File: config.mk
export PLATFORM = sky130hd
export DESIGN_NAME = mouse_cursor_overlay
export DESIGN_NICKNAME = d
export VERILOG_FILES = /design/src/rtl/mouse_vga_pkg.sv /design/src/rtl/cursor_axis.sv /design/src/rtl/mouse_cursor_overlay.sv
export SDC_FILE = /design/constraint.sdc
export NUM_CORES = 1
export LEC_CHECK = 0
export ABC_AREA = 1
export CAP_MARGIN = 0
export CELL_PAD_IN_SITES_DETAIL_PLACEMENT = 2
export CELL_PAD_IN_SITES_GLOBAL_PLACEMENT = 2
export CORE_MARGIN = 2
export CORE_UTILIZATION = 30
export DETAILED_ROUTE_END_ITERATION = 8
export PLACE_DENSITY = 0.84
export SYNTH_ARGS = -nofsm -noshare
export SYNTH_HDL_FRONTEND = slang
export SYNTH_HIERARCHICAL = 1
export SYNTH_SLANG_ARGS = --single-unit
export TNS_END_PERCENT = 50
File: constraint.sdc
create_clock -name clk -period 3.2 [get_ports clk]
set_input_delay 0.32 -clock clk [delete_from_list [all_inputs] [get_ports clk]]
set_output_delay 0.32 -clock clk [all_outputs]
set_load 0.1 [all_outputs]
File: src/rtl/mouse_vga_pkg.sv
// Shared types and helpers for the mouse cursor overlay: the RGB565 pixel
// type, the 3-bit colour palette and the mouse-delta sign extension.
package mouse_vga_pkg;

  typedef logic [15:0] rgb565_t;

  localparam rgb565_t RGB_BLACK = 16'h0000;

  // Width of the sign-extended delta; callers slice down to their own width.
  localparam int DELTA_EXT_W = 16;

  // Index bit0 lights red, bit1 green, bit2 blue (0 = black, 7 = white).
  function automatic rgb565_t palette(input logic [2:0] idx);
    return {(idx[0] ? 5'h1F : 5'h00),
            (idx[1] ? 6'h3F : 6'h00),
            (idx[2] ? 5'h1F : 5'h00)};
  endfunction

  // 9-bit two's-complement mouse delta (bit 8 = sign) to DELTA_EXT_W bits.
  function automatic logic signed [DELTA_EXT_W-1:0] sext_delta(input logic [8:0] d);
    return {{(DELTA_EXT_W-9){d[8]}}, d};
  endfunction

endpackage

File: src/rtl/cursor_axis.sv
// One cursor axis: pending position updated on each mouse packet with clamp
// or wrap at the borders, and a committed copy refreshed once per frame.
module cursor_axis
  import mouse_vga_pkg::*;
#(
  parameter int RES     = 640,
  parameter int SIZE    = 16,
  parameter int WRAP    = 0,
  parameter int INVERT  = 0,
  parameter int COORD_W = 12
) (
  input  logic               clk,
  input  logic               rst_n,
  input  logic [8:0]         delta,
  input  logic               done_tick,
  input  logic               frame_start,
  output logic [COORD_W-1:0] pos
);

  localparam int W = COORD_W + 2;
  localparam logic [COORD_W-1:0]  HOME    = COORD_W'((RES - SIZE) / 2);
  localparam logic signed [W-1:0] MAX_POS = W'(RES - SIZE);
  localparam logic signed [W-1:0] RES_S   = W'(RES);

  logic [COORD_W-1:0]          pending;
  logic signed [DELTA_EXT_W-1:0] d_full;
  logic signed [W-1:0]         d_ext;
  logic signed [W-1:0]         p_ext;
  logic signed [W-1:0]         n_raw;
  logic signed [W-1:0]         n_fix;
  logic [COORD_W-1:0]          next_pos;

  assign d_full = sext_delta(delta);
  assign d_ext  = $signed(d_full[W-1:0]);
  assign p_ext  = $signed({2'b00, pending});
  // Screen Y grows downward while mouse-up is positive, so Y subtracts.
  assign n_raw  = (INVERT != 0) ? (p_ext - d_ext) : (p_ext + d_ext);

  // Border handling; one wrap correction suffices since |delta| < RES.
  always_comb begin
    n_fix = n_raw;
    if (WRAP == 0) begin
      if (n_raw < 0)            n_fix = '0;
      else if (n_raw > MAX_POS) n_fix = MAX_POS;
    end else begin
      if (n_raw < 0)            n_fix = n_raw + RES_S;
      else if (n_raw >= RES_S)  n_fix = n_raw - RES_S;
    end
    next_pos = n_fix[COORD_W-1:0];
  end

  // Pending follows packets; committed samples the pre-tick pending value.
  always_ff @(posedge clk or negedge rst_n) begin
    if (!rst_n) begin
      pending <= HOME;
      pos     <= HOME;
    end else begin
      if (done_tick)   pending <= next_pos;
      if (frame_start) pos     <= pending;
    end
  end

endmodule

File: src/rtl/mouse_cursor_overlay.sv
// Mouse pointer engine for the VGA path: tracks the cursor from decoded
// PS/2 packets, steps the cursor colour on button presses, commits both at
// frame start and overlays the cursor onto the background pixel stream.
//
// m_done_tick and frame_start are single-cycle strobes with no backpressure:
// the packet fields are only meaningful in the cycle m_done_tick is high.
module mouse_cursor_overlay
  import mouse_vga_pkg::*;
#(
  parameter int H_RES   = 640,
  parameter int V_RES   = 480,
  parameter int SIZE    = 16,
  parameter int WRAP    = 0,
  parameter int OUTLINE = 1,
  parameter int COORD_W = 12
) (
  input  logic               clk,
  input  logic               rst_n,
  input  logic [8:0]         m_dx,
  input  logic [8:0]         m_dy,
  input  logic [2:0]         m_btn,
  input  logic               m_done_tick,
  input  logic               frame_start,
  input  logic               video_on,
  input  logic [COORD_W-1:0] pixel_x,
  input  logic [COORD_W-1:0] pixel_y,
  input  logic [15:0]        bg_rgb,
  output logic [15:0]        rgb_out,
  output logic [COORD_W-1:0] cursor_x,
  output logic [COORD_W-1:0] cursor_y,
  output logic [2:0]         btn_press
);

  localparam logic [COORD_W:0] SIZE_E = (COORD_W+1)'(SIZE);

  logic [2:0] prev_btn;
  logic [2:0] press;
  logic [2:0] pend_col;
  logic [2:0] com_col;

  cursor_axis #(
    .RES(H_RES), .SIZE(SIZE), .WRAP(WRAP), .INVERT(0), .COORD_W(COORD_W)
  ) u_axis_x (
    .clk(clk), .rst_n(rst_n), .delta(m_dx), .done_tick(m_done_tick),
    .frame_start(frame_start), .pos(cursor_x)
  );

  cursor_axis #(
    .RES(V_RES), .SIZE(SIZE), .WRAP(WRAP), .INVERT(1), .COORD_W(COORD_W)
  ) u_axis_y (
    .clk(clk), .rst_n(rst_n), .delta(m_dy), .done_tick(m_done_tick),
    .frame_start(frame_start), .pos(cursor_y)
  );

  assign press = m_btn & ~prev_btn;

  // Button edge detect and pending colour: middle resets, right +1, left -1.
  always_ff @(posedge clk or negedge rst_n) begin
    if (!rst_n) begin
      prev_btn  <= '0;
      btn_press <= '0;
      pend_col  <= '0;
    end else if (m_done_tick) begin
      prev_btn  <= m_btn;
      btn_press <= press;
      if (press[2])                  pend_col <= 3'd0;
      else if (press[1] && !press[0]) pend_col <= pend_col + 3'd1;
      else if (press[0] && !press[1]) pend_col <= pend_col - 3'd1;
    end else begin
      btn_press <= '0;
    end
  end

  // Colour becomes visible only at frame start, together with the position.
  always_ff @(posedge clk or negedge rst_n) begin
    if (!rst_n)           com_col <= '0;
    else if (frame_start) com_col <= pend_col;
  end

  // Hit test in one extra bit so a cursor hanging off the edge is clipped.
  logic [COORD_W:0] px_e, py_e, x_end, y_end;
  logic             on_x, on_y, hit, on_edge;

  always_comb begin
    px_e    = {1'b0, pixel_x};
    py_e    = {1'b0, pixel_y};
    x_end   = {1'b0, cursor_x} + SIZE_E;
    y_end   = {1'b0, cursor_y} + SIZE_E;
    on_x    = (pixel_x >= cursor_x) && (px_e < x_end);
    on_y    = (pixel_y >= cursor_y) && (py_e < y_end);
    hit     = on_x && on_y;
    on_edge = hit && ((pixel_x == cursor_x) || (px_e == x_end - 1'b1) ||
                      (pixel_y == cursor_y) || (py_e == y_end - 1'b1));
  end

  // Registered pixel mux: blanking, outline, cursor body, background.
  always_ff @(posedge clk or negedge rst_n) begin
    if (!rst_n)                       rgb_out <= RGB_BLACK;
    else if (!video_on)               rgb_out <= RGB_BLACK;
    else if (on_edge && OUTLINE != 0) rgb_out <= RGB_BLACK;
    else if (hit)                     rgb_out <= palette(com_col);
    else                              rgb_out <= bg_rgb;
  end

endmodule

==> flow_metrics.env, run 1 <==
export IMPL_fill_cells=2983
export IMPL_htreeDepth=3
export IMPL_die_area_um2=26200
export IMPL_yosysTopAreaCell="dfrtp_1"
export IMPL_status="completed"
export IMPL_grt_use_met2=0.354
export IMPL_worst_setup_path_end_kind="flip-flop"
export IMPL_nNetsFinal=1401
export IMPL_fp_dieW_um=162
export IMPL_met1_usage=0.248
export IMPL_maxSlewViolCount=0
export IMPL_cts_sinks=76
export IMPL_synth_seq_cells=76
export IMPL_synth_most_common_cell="nand2_1"
export IMPL_synthAdderAreaFrac=0.127
export IMPL_routedWlPerCell_um=15.8
export IMPL_top_usage_layer="met2"
export IMPL_synthArstFlopShare=1.00
export IMPL_diodes=0
export IMPL_vias_per_cell=4.81
export IMPL_drc_errors=0
export IMPL_r2r_end="rgb_out[14]"
export IMPL_hp_class="input pin to asynchronous set/reset pin"
export IMPL_slew_headroom=0.329
export IMPL_first_pass_iters=4
export IMPL_core_um2=24400
export IMPL_clock_latency_ns=0.35
export IMPL_synth_area_leaders="dfrtp_1 20%, nand2_1 19%, ha_1 12%"
export IMPL_cellPowerDensity_nw_per_um2=477
export IMPL_grt_pass1_vias=8330
export IMPL_numCtsBuffers=9
export IMPL_ys_warn_count=6
export IMPL_synth_top_family_by_area="simple AND/OR/NAND/NOR gates"
export IMPL_cap_violations=0
export IMPL_cts_tree="done"
export IMPL_yosys_cell_types_count=51
export IMPL_cp_start_kind="flip-flop"
export IMPL_fmax_mhz=354
export IMPL_synth_compound_area_frac=0.0537
export IMPL_syn_nets=1282
export IMPL_yosysTopAreaCellShare=0.201
export IMPL_dp_hpwl_um=21100
export IMPL_fin_crit_sh=0.884
export IMPL_seq_area_frac_synth=0.257
export IMPL_vias=7650
export IMPL_crit_type="flip-flop to flip-flop"
export IMPL_irDropWorstVdd_v=0.000232
export IMPL_path_clk_slew_ns=0.06
export IMPL_synth_simple_area_share=0.408
export IMPL_p_leak_nw=5.03
export IMPL_avgSynthCellArea_um2=6.56
export IMPL_syn2layout_area_growth_pct=23.5
export IMPL_synth_xor_xnor_area_share=0.0139
export IMPL_portBuffers=108
export IMPL_setup_violations=0
export IMPL_drive_gt1_frac=0.125
export IMPL_hold_violations=0
export IMPL_clockRootBuffer="clkbuf_16"
export IMPL_overflow=0
export IMPL_ant_nets=0
export IMPL_drt_iter0_drc=195
export IMPL_ys_flop_type="dfrtp_1"
export IMPL_io_pins=109
export IMPL_reg2reg_depth=16
export IMPL_grt_start_max_net_pins=77
export IMPL_num_rows=57
export IMPL_rrSetupSlack_ns=0.37
export IMPL_synth_mux_area_frac=0.0271
export IMPL_grtUsageMet3=0.0248
export IMPL_p_total_mw=4.41
export IMPL_antenna_found_initial=0
export IMPL_start_util=0.307
export IMPL_wirelength_um=25100
export IMPL_fp_dieH_um=162
export IMPL_cts_max_path_buffers=2
export IMPL_rsz0062_at_grt="false"
export IMPL_clock_skew_ns=0.00913
export IMPL_final_setup_tns_ns=0
export IMPL_synthCells=1142
export IMPL_synth_area_um2=7490
export IMPL_grtUsageTotal=0.197
export IMPL_synth_edf_count=0
export IMPL_finalCriticalPeriod_ns=2.83
export IMPL_arrival_ns=3.11
export IMPL_path_max_fanout=8
export IMPL_synth_common_cells="380 x nand2_1, 195 x inv_1, 94 x nor2_1"
export IMPL_worstPathRequired_ns=3.48
export IMPL_worst_pin_slew_ns=1.01
export IMPL_r2r_start="u_axis_x/pos[4]"
export IMPL_grt_pass1_wl_um=41900
export IMPL_gp_congestion=0.802
[state kept, by name, summed over array words and instances (netlist names)]
signal / count
u_axis_y/pos: 12
pend_col: 3
u_axis_x/pos: 12
rgb_out: 16
com_col: 3
btn_press: 3
u_axis_y/pending: 12
u_axis_x/pending: 12
prev_btn: 3
[power by group]
part | internal (mW) | switching [mW]
logic | 0.692 | 1.47
registers | 1.11 | 0.144
clock network | 0.572 | 0.427
total | 2.37 | 2.04
[worst max path at each step]
stage	startpoint	end	slack, ns	depth (start not counted)
finish	u_axis_x/pos[4]	rgb_out[14]	0.37	16
global route	u_axis_x/pos[5]	rgb_out[2]	0.06	16
CTS	u_axis_y/pos[5]	rgb_out[2]	0.003	17
detailed placement	u_axis_y/pos[5]	rgb_out[2]	0.007	17
global placement	u_axis_y/pos[5]	rgb_out[0]	0.23	17
floorplan	u_axis_y/pos[5]	rgb_out[10]	0.05	19
[through the flow]
step / instances / area, um2 / hold WS (ns) / worst slack (ns) / utilization
floorplan: 1142 / 7490 / 0.0244 / 0.0483 / -
global placement: 1571 / 8910 / 0.408 / 0.229 / 0.365
detailed placement: 1571 / 8910 / 0.418 / 0.00661 / 0.365
CTS: 1587 / 9200 / 0.168 / 0.00298 / 0.377
global route: 1590 / 9250 / 0.183 / 0.0633 / 0.379
finish: 1590 / 9250 / 0.102 / 0.372 / 0.379
[cell families (layout without fill, tap and decap cells)]
kind of cell	after synthesis	after routing
flops	76	76
simple gates	675	675
compound gates	68	68
mux	18	18
buf+inv	220	344
xor+xnor	11	11
fa+ha+maj	74	74
[placed cells by master (no fill, tap or decap), types with 2 or more instances in the layout]
cell	count
a21oi_2	2
nand2_2	21
nand3_2	4
nor2_4	5
nor2_2	16
xor2_1	3
o21ai_1	8
buf_4	25
clkdlybuf4s50_1	90
a21oi_1	31
and2_1	2
nor3_1	9
clkinv_1	3
a211oi_1	2
clkbuf_16	9
o21a_1	2
nand4_1	29
nand3_1	93
dfrtp_1	59
xnor2_1	7
nand3b_2	2
o21ai_0	13
nand2_1	380
a21oi_4	2
clkinvlp_4	2
nor2_1	94
ha_1	71
mux2_2	18
inv_1	195
nand2_4	7
inv_2	13
dfstp_2	16
fa_1	3
nand3b_1	5
a31oi_1	3
clkbuf_8	2
[timing repair]
| action | in CTS | in global routing |
|---|---|---|
| endpoints found under the hold margin | 0 | 0 |
| hold buffers | 0 | 0 |
| setup endpoints to repair | 0 | 16 |
| gates resized for setup | 0 | 2 |
| buffers inserted | 0 | 3 |
[routing by layer]
| metal | wire length [um] | up-vias |
|---|---|---|
| met1 | 11600 | 3737 |
| li1 | - | 3807 |
| met5 | 0 | - |
| met3 | 668 | 19 |
| met2 | 12500 | 87 |
| met4 | 384 | 0 |
[critical path, cell delays in order (launching register included)]
cell	delay, ns
dfstp_2	0.54
ha_1	0.31
inv_1	0.11
nand2_1	0.08
nand2_1	0.09
ha_1	0.31
a21oi_1	0.15
nor3_1	0.06
a211oi_1	0.17
nand2_1	0.07
nand2_1	0.07
nand3_1	0.08
nand2_1	0.16
nand4_1	0.26
nand2_1	0.15
inv_1	0.06
nor2_2	0.09
[area by class of cell]
class | instances | area [um2] | area share
clock inverter | 4 | 32.5 | 0.00352
multi-input combinational | 846 | 4720 | 0.511
sequential | 76 | 1920 | 0.208
clock buffer | 12 | 256 | 0.0277
tap | 324 | 405 | 0.0438
inverter | 212 | 797 | 0.0862
timing repair buffer | 116 | 1110 | 0.120
No activity file was read; power rests on OpenSTA's default activity.
==> run 2, diff against run 1 <==
- ABC_AREA: 1 -> unset
- CORE_MARGIN: 2 -> 5
- PLACE_DENSITY: 0.84 -> 0.77
==> run 2 against run 1 <==
Net effect: the flow now finishes with violations (negative setup slack); first-iteration DRC count is 37% higher; worst setup slack worse by 0.37 ns; combinational power hardly changed; design area is 2.9% lower; synthesized cell count is 37% lower; synthesized area is 12% lower; power is 1.7% higher; worst hold slack better by 0.016 ns; flip-flop and latch count stayed put; wire length is 1.5% lower; utilization is 3.4 points higher; global-route usage is 0.25 points lower; critical endpoint is now rgb_out[11]; largest power group unchanged.
==> flow_metrics.env, run 2 <==
export IMPL_status="finished, violations left"
export IMPL_violations="negative setup slack"
export IMPL_overflow=0
export IMPL_grt_start_max_net_pins=77
export IMPL_grt_pass1_wl_um=38400
export IMPL_top_register="rgb_out"
export IMPL_fin_crit_sh=1.00
export IMPL_ys_warn_count=6
export IMPL_synthAdderAreaFrac=0.144
export IMPL_dp_hpwl_um=18600
export IMPL_largest_reg_flops=16
export IMPL_nNetsFinal=1025
export IMPL_synth_most_common_cell="ha_1"
export IMPL_final_common_cell="clkdlybuf4s50_1"
export IMPL_finalCriticalPeriod_ns=3.20
export IMPL_yosysTopAreaCellShare=0.227
export IMPL_start_util=0.303
export IMPL_cp_top_family="compound AO/OA/AOI/OAI gates"
export IMPL_cts_tree="done"
export IMPL_yosys_cell_types_count=78
export IMPL_hp_class="input pin to asynchronous set/reset pin"
export IMPL_top_usage_layer="met2"
export IMPL_clock_skew_ns=0.00950
export IMPL_numCtsBuffers=9
export IMPL_fill_cells=2381
export IMPL_synth_common_cells="71 x ha_1, 61 x inv_1, 60 x dfrtp_1"
export IMPL_dpl_cell_area_um2=8360
export IMPL_fmax_mhz=312
export IMPL_worst_setup_path_end_kind="flip-flop"
export IMPL_ant_nets=0
export IMPL_crit_chain="and4_4 > and2_4 > nand3_4 > xnor2_4 > ha_4 > nor3_2 > o211ai_1 > a31oi_1 > a21oi_2 > a221oi_2 > buf_4 > a31oi_4 > buf_12 > nand2_2 > o21ai_2"
export IMPL_drt_iter0_drc=267
export IMPL_syn2layout_area_growth_pct=36.1
export IMPL_arrival_ns=3.44
export IMPL_syn_nets=864
export IMPL_maxSlewViolCount=0
export IMPL_vias=6217
export IMPL_rrSetupSlack_ns=-0.001
export IMPL_num_rows=54
export IMPL_slew_headroom=0.332
export IMPL_synthCells=724
export IMPL_synth_simple_area_share=0.183
export IMPL_mostFrequentLayoutCells="87 x clkdlybuf4s50_1, 71 x buf_4, 67 x ha_1"
export IMPL_synth_compound_area_frac=0.193
export IMPL_setup_violations=1
export IMPL_cts_max_path_buffers=2
export IMPL_irDropWorstVdd_v=0.000216
export IMPL_clockRootBuffer="clkbuf_16"
export IMPL_synth_edf_count=0
export IMPL_grt_pass1_vias=6852
export IMPL_drc_errors=0
export IMPL_die_area_um2=25100
export IMPL_gp_congestion=0.810
export IMPL_synth_area_um2=6600
export IMPL_hold_violations=0
export IMPL_seq_area_frac_synth=0.291
export IMPL_cap_violations=0
export IMPL_clock_latency_ns=0.35
export IMPL_crit_path_max_incr_delay_ns=0.64
export IMPL_synth_xor_xnor_area_share=0.0878
export IMPL_vias_per_cell=5.31
export IMPL_ys_flop_type="dfrtp_1"
export IMPL_first_pass_iters=4
export IMPL_cts_sinks=76
export IMPL_worst_pin_slew_ns=1.00
export IMPL_grtUsageMet3=0.0179
export IMPL_synth_area_leaders="dfrtp_1 23%, ha_1 13%, dfstp_2 6.4%"
export IMPL_io_pins=109
export IMPL_crit_type="flip-flop to flip-flop"
export IMPL_final_setup_tns_ns=-0.00118
export IMPL_yosysTopAreaCell="dfrtp_1"
export IMPL_avgSynthCellArea_um2=9.12
export IMPL_synth_mux_area_frac=0.0573
export IMPL_grt_use_met2=0.340
export IMPL_setup_ws_ns=-0.00118
export IMPL_grtUsageTotal=0.195
export IMPL_met1_usage=0.261
export IMPL_path_clk_slew_ns=0.07
export IMPL_worstPathRequired_ns=3.44
export IMPL_fp_dieH_um=158
export IMPL_diodes=0
export IMPL_rsz0062_at_grt="true"
export IMPL_p_leak_nw=3.84
export IMPL_antenna_found_initial=0
export IMPL_synthArstFlopShare=1.00
export IMPL_cellPowerDensity_nw_per_um2=499
export IMPL_core_um2=21800
export IMPL_cp_start_kind="flip-flop"
export IMPL_synth_seq_cells=76
export IMPL_path_max_fanout=6
export IMPL_synth_top_family_by_area="compound AO/OA/AOI/OAI gates"
export IMPL_slowest_stage="dfstp_4"
export IMPL_design_area_um2=8980
export IMPL_drive_gt1_frac=0.225
export IMPL_worst_path_buf_inv=2
export IMPL_routedWlPerCell_um=21.1
export IMPL_portBuffers=108
export IMPL_htreeDepth=3
export IMPL_wirelength_um=24700
export IMPL_fp_dieW_um=158
[run 2: changes by cell type after synthesis, moves of 16 or more]
cell,change
inv_1,-134
nor2_2,-16
a21o_1,+20
nand3_1,-62
nand4_1,-18
nand2_2,-20
xnor2_1,+41
nor2_1,-62
nand2_1,-326
[run 2: per-layer routing]
metal | vias to the layer above | routed length [um]
met4 | 0 | 512
met1 | 3112 | 11200
met5 | - | 0
met2 | 99 | 12300
met3 | 30 | 682
li1 | 2976 | -
[run 2: power by group]
| group | internal [mW] | total, mW | switching [mW] |
|---|---|---|---|
| sequential | 1.11 | 1.28 | 0.169 |
| clock | 0.609 | 1.06 | 0.453 |
| combinational | 0.834 | 2.14 | 1.31 |
| total | 2.55 | 4.48 | 1.93 |
[run 2: cell type report]
| cell class | instances | area (um2) | area share |
|---|---|---|---|
| multi-input combinational | 573 | 4650 | 0.518 |
| sequential | 76 | 1950 | 0.217 |
| timing repair buffer | 163 | 1500 | 0.167 |
| tap | 280 | 350 | 0.0390 |
| inverter | 62 | 233 | 0.0259 |
| clock buffer | 9 | 225 | 0.0251 |
| clock inverter | 7 | 76.3 | 0.00850 |
[run 2: through the flow]
stage                     worst slack, ns   util  power (mW)  hold WS, ns  instances
after floorplan                    0.0104      -        2.64       0.0244        724
final                            -0.00118  0.413        4.48        0.118       1170
after CTS                          0.0115  0.408        4.46        0.154       1166
after global routing               -0.140  0.413        4.75        0.199       1170
after global placement            -0.0526  0.384        3.24        0.410       1140
after detailed placement           -0.187  0.384        3.32        0.429       1140
[run 2: worst paths after layout]
check                                     start         endpoint  depth (start not counted)
worst max-delay path            u_axis_y/pos[6]      rgb_out[11]                         15
worst min-delay path                      rst_n  u_axis_x/pos[1]                          1
worst max register to register  u_axis_y/pos[6]      rgb_out[11]                         15
worst min register to register      prev_btn[0]     btn_press[0]                          1
max in group asynchronous                 rst_n  u_axis_y/pos[4]                          1
min in group clk                    prev_btn[0]     btn_press[0]                          1
[run 2: kinds of logic (layout without fill, tap and decap cells)]
| logic type | Yosys count | after routing |
|---|---|---|
| AO/OA/AOI/OAI | 180 | 180 |
| XOR/XNOR | 63 | 63 |
| adder cells (fa/ha/maj) | 74 | 74 |
| buffers and inverters | 75 | 241 |
| flip-flops | 76 | 76 |
| multiplexers | 34 | 34 |
| AND/OR/NAND/NOR | 222 | 222 |
[run 2: timing repair]
action / 4_1_cts / 5_1_grt
pin swaps: 8 / 9
gates resized for setup: 19 / 21
cloned: 1 / 0
setup endpoints to repair: 16 / 16
buffers inserted: 9 / 5
hold buffers: 0 / 0
==> run 3, diff against run 2 <==
- ABC_AREA: unset -> 1
- PLACE_DENSITY: 0.77 -> 0.84
==> run 3 against run 2 <==
Net effect: the flow now finishes without violations; global-route usage is 1.5 points lower; flip-flop and latch count unchanged; non-clock buffer count down 42; critical path type unchanged; largest cell class unchanged.
==> flow_metrics.env, run 3 (synthesis results as in run 1) <==
export IMPL_grt_start_max_net_pins=44
export IMPL_grt_pass1_wl_um=41900
export IMPL_combinationalPowerShare=0.492
export IMPL_slew_headroom=0.326
export IMPL_first_pass_iters=4
export IMPL_setup_ws_ns=0.261
export IMPL_rrSetupSlack_ns=0.26
export IMPL_gp_congestion=0.812
export IMPL_wirelength_um=25400
export IMPL_portBuffers=108
export IMPL_grt_pass1_vias=8335
export IMPL_cts_tree="done"
export IMPL_hp_class="flip-flop to flip-flop"
export IMPL_nNetsFinal=1406
export IMPL_dp_hpwl_um=21400
export IMPL_io_pins=109
export IMPL_crit_type="flip-flop to flip-flop"
export IMPL_cts_sinks=76
export IMPL_fp_dieH_um=168
export IMPL_start_util=0.306
export IMPL_worstSetupEndpoint="rgb_out[14]"
export IMPL_cts_max_path_buffers=2
export IMPL_place_inst=1574
export IMPL_core_um2=24500
export IMPL_worst_setup_path_end_kind="flip-flop"
export IMPL_clock_latency_ns=0.34
export IMPL_path_clk_slew_ns=0.06
export IMPL_r2r_end="rgb_out[14]"
export IMPL_grtUsageTotal=0.180
export IMPL_fp_dieW_um=168
export IMPL_status="completed"
export IMPL_netSwitchingPower_mw=2.04
export IMPL_htreeDepth=3
export IMPL_pre_cts_slack_ns=0.0786
export IMPL_overflow=0
export IMPL_clock_skew_ns=0.0118
export IMPL_die_area_um2=28200
export IMPL_cap_violations=0
export IMPL_power_frac_clock=0.225
export IMPL_worstPathRequired_ns=3.48
export IMPL_instances_no_fill=1596
export IMPL_critPathLaunch="u_axis_y/pos[5]"
export IMPL_fin_hold_ws_ns=0.426
export IMPL_clockRootBuffer="clkbuf_16"
export IMPL_top_register="rgb_out"
export IMPL_irDropWorstVdd_v=0.000236
export IMPL_fill_cells=3061
export IMPL_worst_pin_slew_ns=1.01
export IMPL_p_total_mw=4.41
export IMPL_mostFrequentLayoutCells="380 x nand2_1, 195 x inv_1, 94 x nor2_1"
export IMPL_sw_frac_of_total=0.463
export IMPL_r2r_start="u_axis_y/pos[5]"
export IMPL_maxSlewViolCount=0
export IMPL_drt_iter0_drc=130
export IMPL_internal_power_mw=2.37
export IMPL_fin_crit_sh=0.918
export IMPL_reg2reg_depth=17
export IMPL_hold_violations=0
export IMPL_ant_nets=0
export IMPL_routedWlPerCell_um=15.9
export IMPL_cp_start_kind="flip-flop"
export IMPL_finalCriticalPeriod_ns=2.94
export IMPL_drc_errors=0
export IMPL_antenna_found_initial=1
export IMPL_drive_gt1_frac=0.127
export IMPL_syn2layout_area_growth_pct=24.1
export IMPL_setup_violations=0
export IMPL_cellPowerDensity_nw_per_um2=475
export IMPL_p_leak_nw=5.05
export IMPL_largest_reg_flops=16
export IMPL_numCtsBuffers=9
export IMPL_path_max_fanout=6
export IMPL_final_common_cell="nand2_1"
export IMPL_num_rows=57
export IMPL_vias=7625
export IMPL_final_setup_tns_ns=0
export IMPL_fmax_mhz=340
export IMPL_sequentialPowerShare=0.283
export IMPL_arrival_ns=3.22
export IMPL_vias_per_cell=4.78
## run 3: area by class of cell
| class | instances | area (um2) | share of cell area |
|---|---|---|---|
| flip-flops and latches | 76 | 1920 | 0.207 |
| repair buffers | 121 | 1150 | 0.124 |
| inverters | 212 | 797 | 0.0858 |
| clock buffers | 12 | 256 | 0.0276 |
| multi-input cells | 846 | 4720 | 0.508 |
| diodes | 1 | 2.50 | 0.000269 |
| clock inverters | 4 | 33.8 | 0.00364 |
| well taps | 324 | 405 | 0.0437 |
## run 3: critical path, cell delays in order, from the launching register on
cell	delay [ns]
dfstp_2	0.58
ha_2	0.21
nand2_2	0.08
nor2_4	0.11
nand3_1	0.07
nand2_1	0.09
nand2_1	0.12
ha_1	0.32
a21oi_1	0.16
nand3b_2	0.14
nand2_1	0.05
nor2_1	0.09
nand2_1	0.09
nor2_4	0.16
nand4_1	0.29
nand2_1	0.16
inv_1	0.06
nor2_2	0.09
## run 3: per-stage QoR
step	utilization	area, um2
2_1_floorplan	-	7490
3_3_place_gp	0.365	8930
3_5_place_dp	0.365	8930
4_1_cts	0.377	9230
5_1_grt	0.380	9290
6_report	0.380	9290
## run 3: power by group through the flow
stage	sequential (mW)	combinational (mW)	clock (mW)
2_1_floorplan	1.66	1.12	0
3_3_place_gp	1.26	2.07	0
3_5_place_dp	1.27	2.17	0
4_1_cts	1.26	2.19	1.03
5_1_grt	1.27	2.42	1.07
6_report	1.25	2.17	0.993
## run 3: metal layers
metal  part of all wire  track usage
met5                  0            0
met4              0.015       0.0441
met3              0.026       0.0246
met2               0.52        0.335
met1               0.44        0.218
## run 3: worst min-delay path by stage
stage	startpoint	end	slack (ns)	cells after the start
final	prev_btn[2]	btn_press[2]	0.43	1
after global routing	prev_btn[2]	btn_press[2]	0.45	1
after CTS	prev_btn[2]	btn_press[2]	0.43	1
after detailed placement	rst_n	btn_press[1]	0.36	1
after global placement	rst_n	prev_btn[1]	0.35	1
after floorplan	rst_n	btn_press[0]	0.02	0
## run 3: timing repair
| item | 4_1_cts | 5_1_grt |
|---|---|---|
| endpoints found under the setup margin | 0 | 16 |
| setup buffers | 0 | 4 |
| hold buffers | 1 | 0 |
| gates resized for setup | 0 | 2 |
| hold endpoints to repair | 23 | 0 |
